### src/rtl/mmio_pkg.sv
// Shared register map and STATUS layout for the MMIO responder page.
package mmio_pkg;

    localparam logic [7:0] OFF_TXDATA = 8'h00;
    localparam logic [7:0] OFF_STATUS = 8'h04;
    localparam logic [7:0] OFF_CYCLE  = 8'h08;
    localparam logic [7:0] OFF_DEPTH  = 8'h0C;

    localparam int ST_EMPTY   = 0;
    localparam int ST_FULL    = 1;
    localparam int ST_OVF     = 2;
    localparam int ST_CNT_LSB = 8;

    localparam int CTL_CLR_OVF = 0;
    localparam int CTL_FLUSH   = 1;

    function automatic logic [31:0] pack_status(input logic empty, input logic full,
                                                input logic ovf, input logic [7:0] cnt);
        logic [31:0] s;
        s                         = '0;
        s[ST_EMPTY]               = empty;
        s[ST_FULL]                = full;
        s[ST_OVF]                 = ovf;
        s[ST_CNT_LSB +: 8]        = cnt;
        return s;
    endfunction

endpackage

### src/rtl/mmio_fifo.sv
// Byte-wide transmit FIFO; a push while full is still accepted when a pop frees a slot that cycle.
module mmio_fifo
    import mmio_pkg::*;
#(
    parameter int DEPTH = 8,
    localparam int AW = $clog2(DEPTH),
    localparam int CW = AW + 1
) (
    input  logic          clk,
    input  logic          reset,
    input  logic          push,
    input  logic [7:0]    din,
    input  logic          pop,
    input  logic          flush,
    output logic [7:0]    dout,
    output logic [CW-1:0] count,
    output logic          full,
    output logic          empty
);

    logic [7:0]    mem_q [DEPTH];
    logic [AW-1:0] rd_ptr_q, wr_ptr_q;
    logic [CW-1:0] count_q, count_d;
    logic          push_ok, pop_ok;

    assign full    = (count_q == CW'(DEPTH));
    assign empty   = (count_q == '0);
    assign count   = count_q;
    assign dout    = mem_q[rd_ptr_q];
    assign pop_ok  = pop && !empty;
    assign push_ok = push && (!full || pop_ok);

    always_comb begin
        count_d = count_q;
        if (push_ok && !pop_ok)
            count_d = count_q + CW'(1);
        else if (!push_ok && pop_ok)
            count_d = count_q - CW'(1);
    end

    always_ff @(posedge clk) begin
        if (reset || flush) begin
            rd_ptr_q <= '0;
            wr_ptr_q <= '0;
            count_q  <= '0;
        end else begin
            if (push_ok)
                wr_ptr_q <= wr_ptr_q + AW'(1);
            if (pop_ok)
                rd_ptr_q <= rd_ptr_q + AW'(1);
            count_q <= count_d;
        end
    end

    // Storage carries no reset; validity is tracked by the pointers and count.
    always_ff @(posedge clk) begin
        if (push_ok && !flush)
            mem_q[wr_ptr_q] <= din;
    end

endmodule

### src/rtl/mmio_responder.sv
// Top-page MMIO responder: TX FIFO, STATUS/control, free-running cycle counter, 1-cycle read data.
module mmio_responder
    import mmio_pkg::*;
#(
    parameter int          DEPTH = 8,
    parameter logic [31:0] BASE  = 32'hFFFF_FF00
) (
    input  logic        clk,
    input  logic        reset,
    input  logic [31:0] addr,
    input  logic        mem_wr,
    input  logic [31:0] wdata,
    output logic [31:0] rdata,
    output logic        sel_q,
    output logic        tx_valid,
    input  logic        tx_ready,
    output logic [7:0]  tx_data
);

    localparam int CW = $clog2(DEPTH) + 1;

    logic          hit, wr_en, rd_en;
    logic [7:0]    offset;
    logic          push, pop, flush, clr_ovf, cyc_wr;
    logic          fifo_full, fifo_empty;
    logic [CW-1:0] fifo_count;
    logic          ovf_q, ovf_d;
    logic [31:0]   cycle_q, cycle_d;
    logic [31:0]   rdata_q, rdata_d;
    logic          unused_addr;

    assign unused_addr = ^addr[1:0];

    assign hit     = (addr[31:8] == BASE[31:8]);
    assign offset  = {addr[7:2], 2'b00};
    assign wr_en   = hit && mem_wr;
    assign rd_en   = hit && !mem_wr;

    assign push    = wr_en && (offset == OFF_TXDATA);
    assign cyc_wr  = wr_en && (offset == OFF_CYCLE);
    assign flush   = wr_en && (offset == OFF_STATUS) && wdata[CTL_FLUSH];
    assign clr_ovf = wr_en && (offset == OFF_STATUS) && wdata[CTL_CLR_OVF];

    // A handshake coinciding with reset is void.
    assign tx_valid = !fifo_empty;
    assign pop      = tx_valid && tx_ready && !reset;

    mmio_fifo #(.DEPTH(DEPTH)) u_fifo (
        .clk   (clk),
        .reset (reset),
        .push  (push),
        .din   (wdata[7:0]),
        .pop   (pop),
        .flush (flush),
        .dout  (tx_data),
        .count (fifo_count),
        .full  (fifo_full),
        .empty (fifo_empty)
    );

    always_comb begin
        ovf_d = ovf_q;
        if (clr_ovf)
            ovf_d = 1'b0;
        else if (push && fifo_full && !pop)
            ovf_d = 1'b1;
    end

    assign cycle_d = cyc_wr ? wdata : cycle_q + 32'd1;

    // Reads sample pre-edge state, so STATUS/CYCLE show values before this cycle's updates.
    always_comb begin
        rdata_d = '0;
        if (rd_en) begin
            case (offset)
                OFF_STATUS: rdata_d = pack_status(fifo_empty, fifo_full, ovf_q, 8'(fifo_count));
                OFF_CYCLE:  rdata_d = cycle_q;
                OFF_DEPTH:  rdata_d = 32'(DEPTH);
                default:    rdata_d = '0;
            endcase
        end
    end

    always_ff @(posedge clk) begin
        if (reset) begin
            ovf_q   <= 1'b0;
            cycle_q <= '0;
            rdata_q <= '0;
            sel_q   <= 1'b0;
        end else begin
            ovf_q   <= ovf_d;
            cycle_q <= cycle_d;
            rdata_q <= rdata_d;
            sel_q   <= hit;
        end
    end

    assign rdata = rdata_q;

endmodule

### config.mk
export PLATFORM = sky130hd
export DESIGN_NAME = mmio_responder
export DESIGN_NICKNAME = d
export VERILOG_FILES = /design/src/rtl/mmio_pkg.sv /design/src/rtl/mmio_fifo.sv /design/src/rtl/mmio_responder.sv
export SDC_FILE = /design/constraint.sdc
export NUM_CORES = 1
export LEC_CHECK = 0
export ABC_AREA = 1
export CAP_MARGIN = 15
export CORE_UTILIZATION = 34
export DETAILED_ROUTE_END_ITERATION = 8
export GPL_TIMING_DRIVEN = 1
export SLEW_MARGIN = 40
export SYNTH_ARGS = -nofsm -noshare
export SYNTH_HDL_FRONTEND = slang
export SYNTH_HIERARCHICAL = 1
export SYNTH_SLANG_ARGS = --single-unit
### constraint.sdc
create_clock -name clk -period 3 [get_ports clk]
set_input_delay 0.3 -clock clk [delete_from_list [all_inputs] [get_ports clk]]
set_output_delay 0.3 -clock clk [all_outputs]
set_load 0.01 [all_outputs]
==> tab_implementation.tex <==
\begin{tabular}{lr}
\hline
Metric & Value \\
\hline
\multicolumn{2}{l}{\textbf{Route}} \\
Via count of the routed design & 5679 \\
Final antenna-violating net count & 0 \\
Final routed wirelength across all metal layers & 16600 µm \\
DR WL/cell & 13.5 µm \\
Initial DRT Pass Iterations & 4 \\
Drt drc & 0 \\
DRT iter0 DRCs & 326 \\
Per-cell via count in the routed design & 4.60 \\
\multicolumn{2}{l}{\textbf{Finish}} \\
Layout cell share with drive strength beyond 1 & 10.5\% \\
Top library cells by usage in the layout, fill and taps aside & 205 x sky130\_fd\_sc\_hd\_\_nand2\_1, 196 x sky130\_fd\_sc\_hd\_\_nor2\_1, 107 x sky130\_fd\_sc\_hd\_\_clkdlybuf4s50\_1 \\
Layout-stage area growth over the synthesis result & 27.9\% \\
Leading cell type in the layout, fill and taps excluded & sky130\_fd\_sc\_hd\_\_nand2\_1 \\
Final std cells w/o fill & 1235 \\
Final-stage net count & 1032 \\
Diode count & 0 \\
\multicolumn{2}{l}{\textbf{Critical path}} \\
WP buf/inv & 3 \\
Arrival time at the worst endpoint & 2.45 ns \\
Slowest library cell on the worst path & sky130\_fd\_sc\_hd\_\_clkdlybuf4s50\_1 \\
Critical Path Sink Type & primary output \\
Crit path kind & reg2out \\
Largest driver fanout on the critical path & 32 \\
Required @ worst endpoint & 2.70 ns \\
Type of element launching the critical path & flop \\
Launch instance of the worst register-to-register path & u\_fifo/count[0] \\
Largest delay share family, worst path & buffers and inverters \\
Cell breakdown of the critical path & buf\_4, inv\_2, o21ai\_0, o21ai\_0, nand2\_1, nand2\_1, clkdlybuf4s50\_1 \\
Delay of the slowest cell on the worst path & 0.53 ns \\
\multicolumn{2}{l}{\textbf{STA}} \\
Count of pins over their slew limit & 0 \\
Final setup vio count & 0 \\
Final worst path period need & 2.75 ns \\
Final clock period utilization by the worst path & 91.6\% \\
Worst setup skew after layout & 0.00649 ns \\
Total count of hold-check failures in the final report & 0 \\
Slew headroom & 58.9\% \\
Fmax & 364 MHz \\
Setup repair after global routing missed its margin & no \\
Setup TNS Final & 0 ns \\
Transition time at the pin with the least slew margin & 0.615 ns \\
\multicolumn{2}{l}{\textbf{Synthesis}} \\
Adder-Cell Fraction of Synth Area & 1.39\% \\
Nets in the synthesized netlist & 912 \\
Multiplexer area fraction after synthesis & 0\% \\
Compound-cell area share of the yosys netlist & 7.15\% \\
EDFF count, synth & 64 \\
Most frequently used flop master after synthesis & sky130\_fd\_sc\_hd\_\_dfxtp\_1 \\
Post-synthesis register bit count & 143 \\
Synth unique cells & 37 \\
Sequential cell area fraction in the yosys report & 51.4\% \\
Mean instance size in the synthesized netlist & 8.15 µm² \\
Post-synthesis cell area & 6820 µm² \\
Number of instances in the synthesized netlist & 837 \\
Share of flip-flops with an asynchronous set or reset & 0\% \\
Area share of and/or/nand/nor cells after synthesis & 31.2\% \\
Dominant combinational cell family by area after synthesis & simple AND/OR/NAND/NOR gates \\
Number of warnings printed during yosys synthesis & 6 \\
Fraction of synthesized cell area in xor and xnor cells & 1.67\% \\
\multicolumn{2}{l}{\textbf{Power}} \\
Static leakage power & 3.20 nW \\
Power Dens Cells & 490 nW/µm² \\
Overall power after layout & 4.28 mW \\
Worst IR Drop VDD & 375 µV \\
\multicolumn{2}{l}{\textbf{Place}} \\
Count of placed standard cells including taps & 1203 \\
GP Congestion & 0.945 \\
DP Wirelength & 11800 µm \\
Number of buffers inserted by port buffering & 107 \\
\multicolumn{2}{l}{\textbf{Floorplanning}} \\
Starting density of the core & 34.8\% \\
IO Pins & 110 \\
Die W & 144 µm \\
Rows & 51 \\
Core box area & 19600 µm² \\
Die area & 20600 µm² \\
Height of the chip & 144 µm \\
\multicolumn{2}{l}{\textbf{CTS}} \\
Root Driver & sky130\_fd\_sc\_hd\_\_clkbuf\_16 \\
TritonCTS clock tree & done \\
Hold Buf Count CTS & 0 \\
Clock transition at the register clock pins on the worst setup and hold paths after CTS & 0.06 ns \\
Clock sinks & 143 \\
Clock H-tree levels & 4 \\
Maximum root-to-sink buffer count & 2 \\
\# Post-CTS Setup Buffers & 0 \\
Number of buffers added by the clock tree synthesis step & 17 \\
Clock Latency Late Sink & 0.42 ns \\
Post-CTS sizing & 0 \\
\multicolumn{2}{l}{\textbf{Global route}} \\
Global-route wire length before repair & 26900 µm \\
Largest net degree at the start of global routing & 40 \\
All-Layer GR Usage & 17.2\% \\
Vias in the first global route & 5504 \\
Antenna violations before repair & 0 \\
Total grt overflow & 0 \\
\multicolumn{2}{l}{\textbf{Hold path}} \\
Kind of path behind the tightest hold check & reg2reg \\
Worst hold start & ovf\_q \\
\multicolumn{2}{l}{\textbf{Run status}} \\
Status & complete, no violations \\
\multicolumn{2}{l}{\textbf{Run}} \\
Max-capacitance violation count & 0 \\
\hline
\end{tabular}
-- per-layer routing --
metal  GRT usage, %  share of wire (%)  up-vias
li1               -                  -     2922
met1           21.7                 47     2612
met2           28.8                 47      126
met3           4.00                4.2       19
met4           5.88                1.6        0
met5              0                  0        -
-- synthesized netlist by cell type, types with 2 or more instances --
master / number / share of area [%]
sky130_fd_sc_hd__nand4_1: 5 / 0.46
sky130_fd_sc_hd__dfxtp_1: 79 / 23
sky130_fd_sc_hd__xor2_1: 8 / 1.0
sky130_fd_sc_hd__nor3_4: 2 / 0.48
sky130_fd_sc_hd__xnor2_1: 5 / 0.64
sky130_fd_sc_hd__nand3b_1: 2 / 0.22
sky130_fd_sc_hd__inv_1: 69 / 3.8
sky130_fd_sc_hd__nor3_2: 19 / 2.8
sky130_fd_sc_hd__nand2_1: 205 / 11
sky130_fd_sc_hd__clkbuf_1: 5 / 0.28
sky130_fd_sc_hd__nor2_2: 6 / 0.55
sky130_fd_sc_hd__nor2_4: 4 / 0.66
sky130_fd_sc_hd__buf_2: 2 / 0.15
sky130_fd_sc_hd__buf_6: 12 / 2.0
sky130_fd_sc_hd__ha_1: 6 / 1.1
sky130_fd_sc_hd__edfxtp_1: 64 / 28
sky130_fd_sc_hd__nand3_1: 29 / 2.1
sky130_fd_sc_hd__buf_4: 2 / 0.22
sky130_fd_sc_hd__o21ai_1: 27 / 2.0
sky130_fd_sc_hd__o21ai_0: 47 / 3.4
sky130_fd_sc_hd__a21oi_1: 8 / 0.59
sky130_fd_sc_hd__nand2_2: 12 / 1.1
sky130_fd_sc_hd__nor3_1: 3 / 0.22
sky130_fd_sc_hd__nand4_2: 2 / 0.37
sky130_fd_sc_hd__nor2_1: 196 / 11
sky130_fd_sc_hd__a21oi_2: 7 / 0.90
-- worst min-delay path, stage by stage, from the launching register on --
cell	delay, ns
sky130_fd_sc_hd__dfxtp_1	0.33
sky130_fd_sc_hd__nor2_1	0.05
sky130_fd_sc_hd__nor2_1	0.07
-- where the power goes --
group,total [mW],switching [mW],internal (mW)
combinational,0.155,0.0639,0.0908
sequential,2.04,0.00421,2.04
clock,2.08,0.830,1.25
-- logic make-up (layout without fill, tap and decap cells) --
| family | count (synthesis) | count (layout) |
|---|---|---|
| AND/OR/NAND/NOR | 487 | 487 |
| flip-flops | 143 | 143 |
| buffers and inverters | 96 | 229 |
| AO/OA/AOI/OAI | 91 | 91 |
| XOR/XNOR | 13 | 13 |
| adder cells (fa/ha/maj) | 7 | 7 |
-- per-stage QoR --
stage	hold WS [ns]	setup WS (ns)	utilization, %	area, µm²
floorplan	0.379	0.646	-	6820
global placement	0.462	0.263	41.6	8140
detailed placement	0.466	0.235	41.6	8140
CTS	0.464	0.231	44.5	8720
global route	0.501	0.0790	44.5	8720
finish	0.477	0.252	44.5	8720
-- cell type report --
class | instances | area, µm²
Fill cell | 1989 | 10900
Sequential cell | 143 | 3500
Multi-Input combinational cell | 598 | 2830
Timing Repair Buffer | 126 | 1210
Clock buffer | 20 | 447
Tap cell | 265 | 332
Inverter | 71 | 267
Clock inverter | 12 | 135
-- flip-flops by register name, summed over array words and instances (netlist names), named ones only --
name / flops
u_fifo/rd_ptr_q: 3
ovf_q: 1
sel_q: 1
rdata: 32
u_fifo/mem_q: 64
u_fifo/count: 4
cycle_q: 32
u_fifo/wr_ptr_q: 3
-- final timing paths --
| check | to | slack [ns] | depth (start not counted) |
|---|---|---|---|
| worst max-delay path | tx_data[7] | 0.25 | 7 |
| worst min-delay path | ovf_q | 0.48 | 2 |
| worst max register to register | u_fifo/count[3] | 0.33 | 19 |
| worst min register to register | ovf_q | 0.48 | 2 |
(Power assumes the default switching activity.)
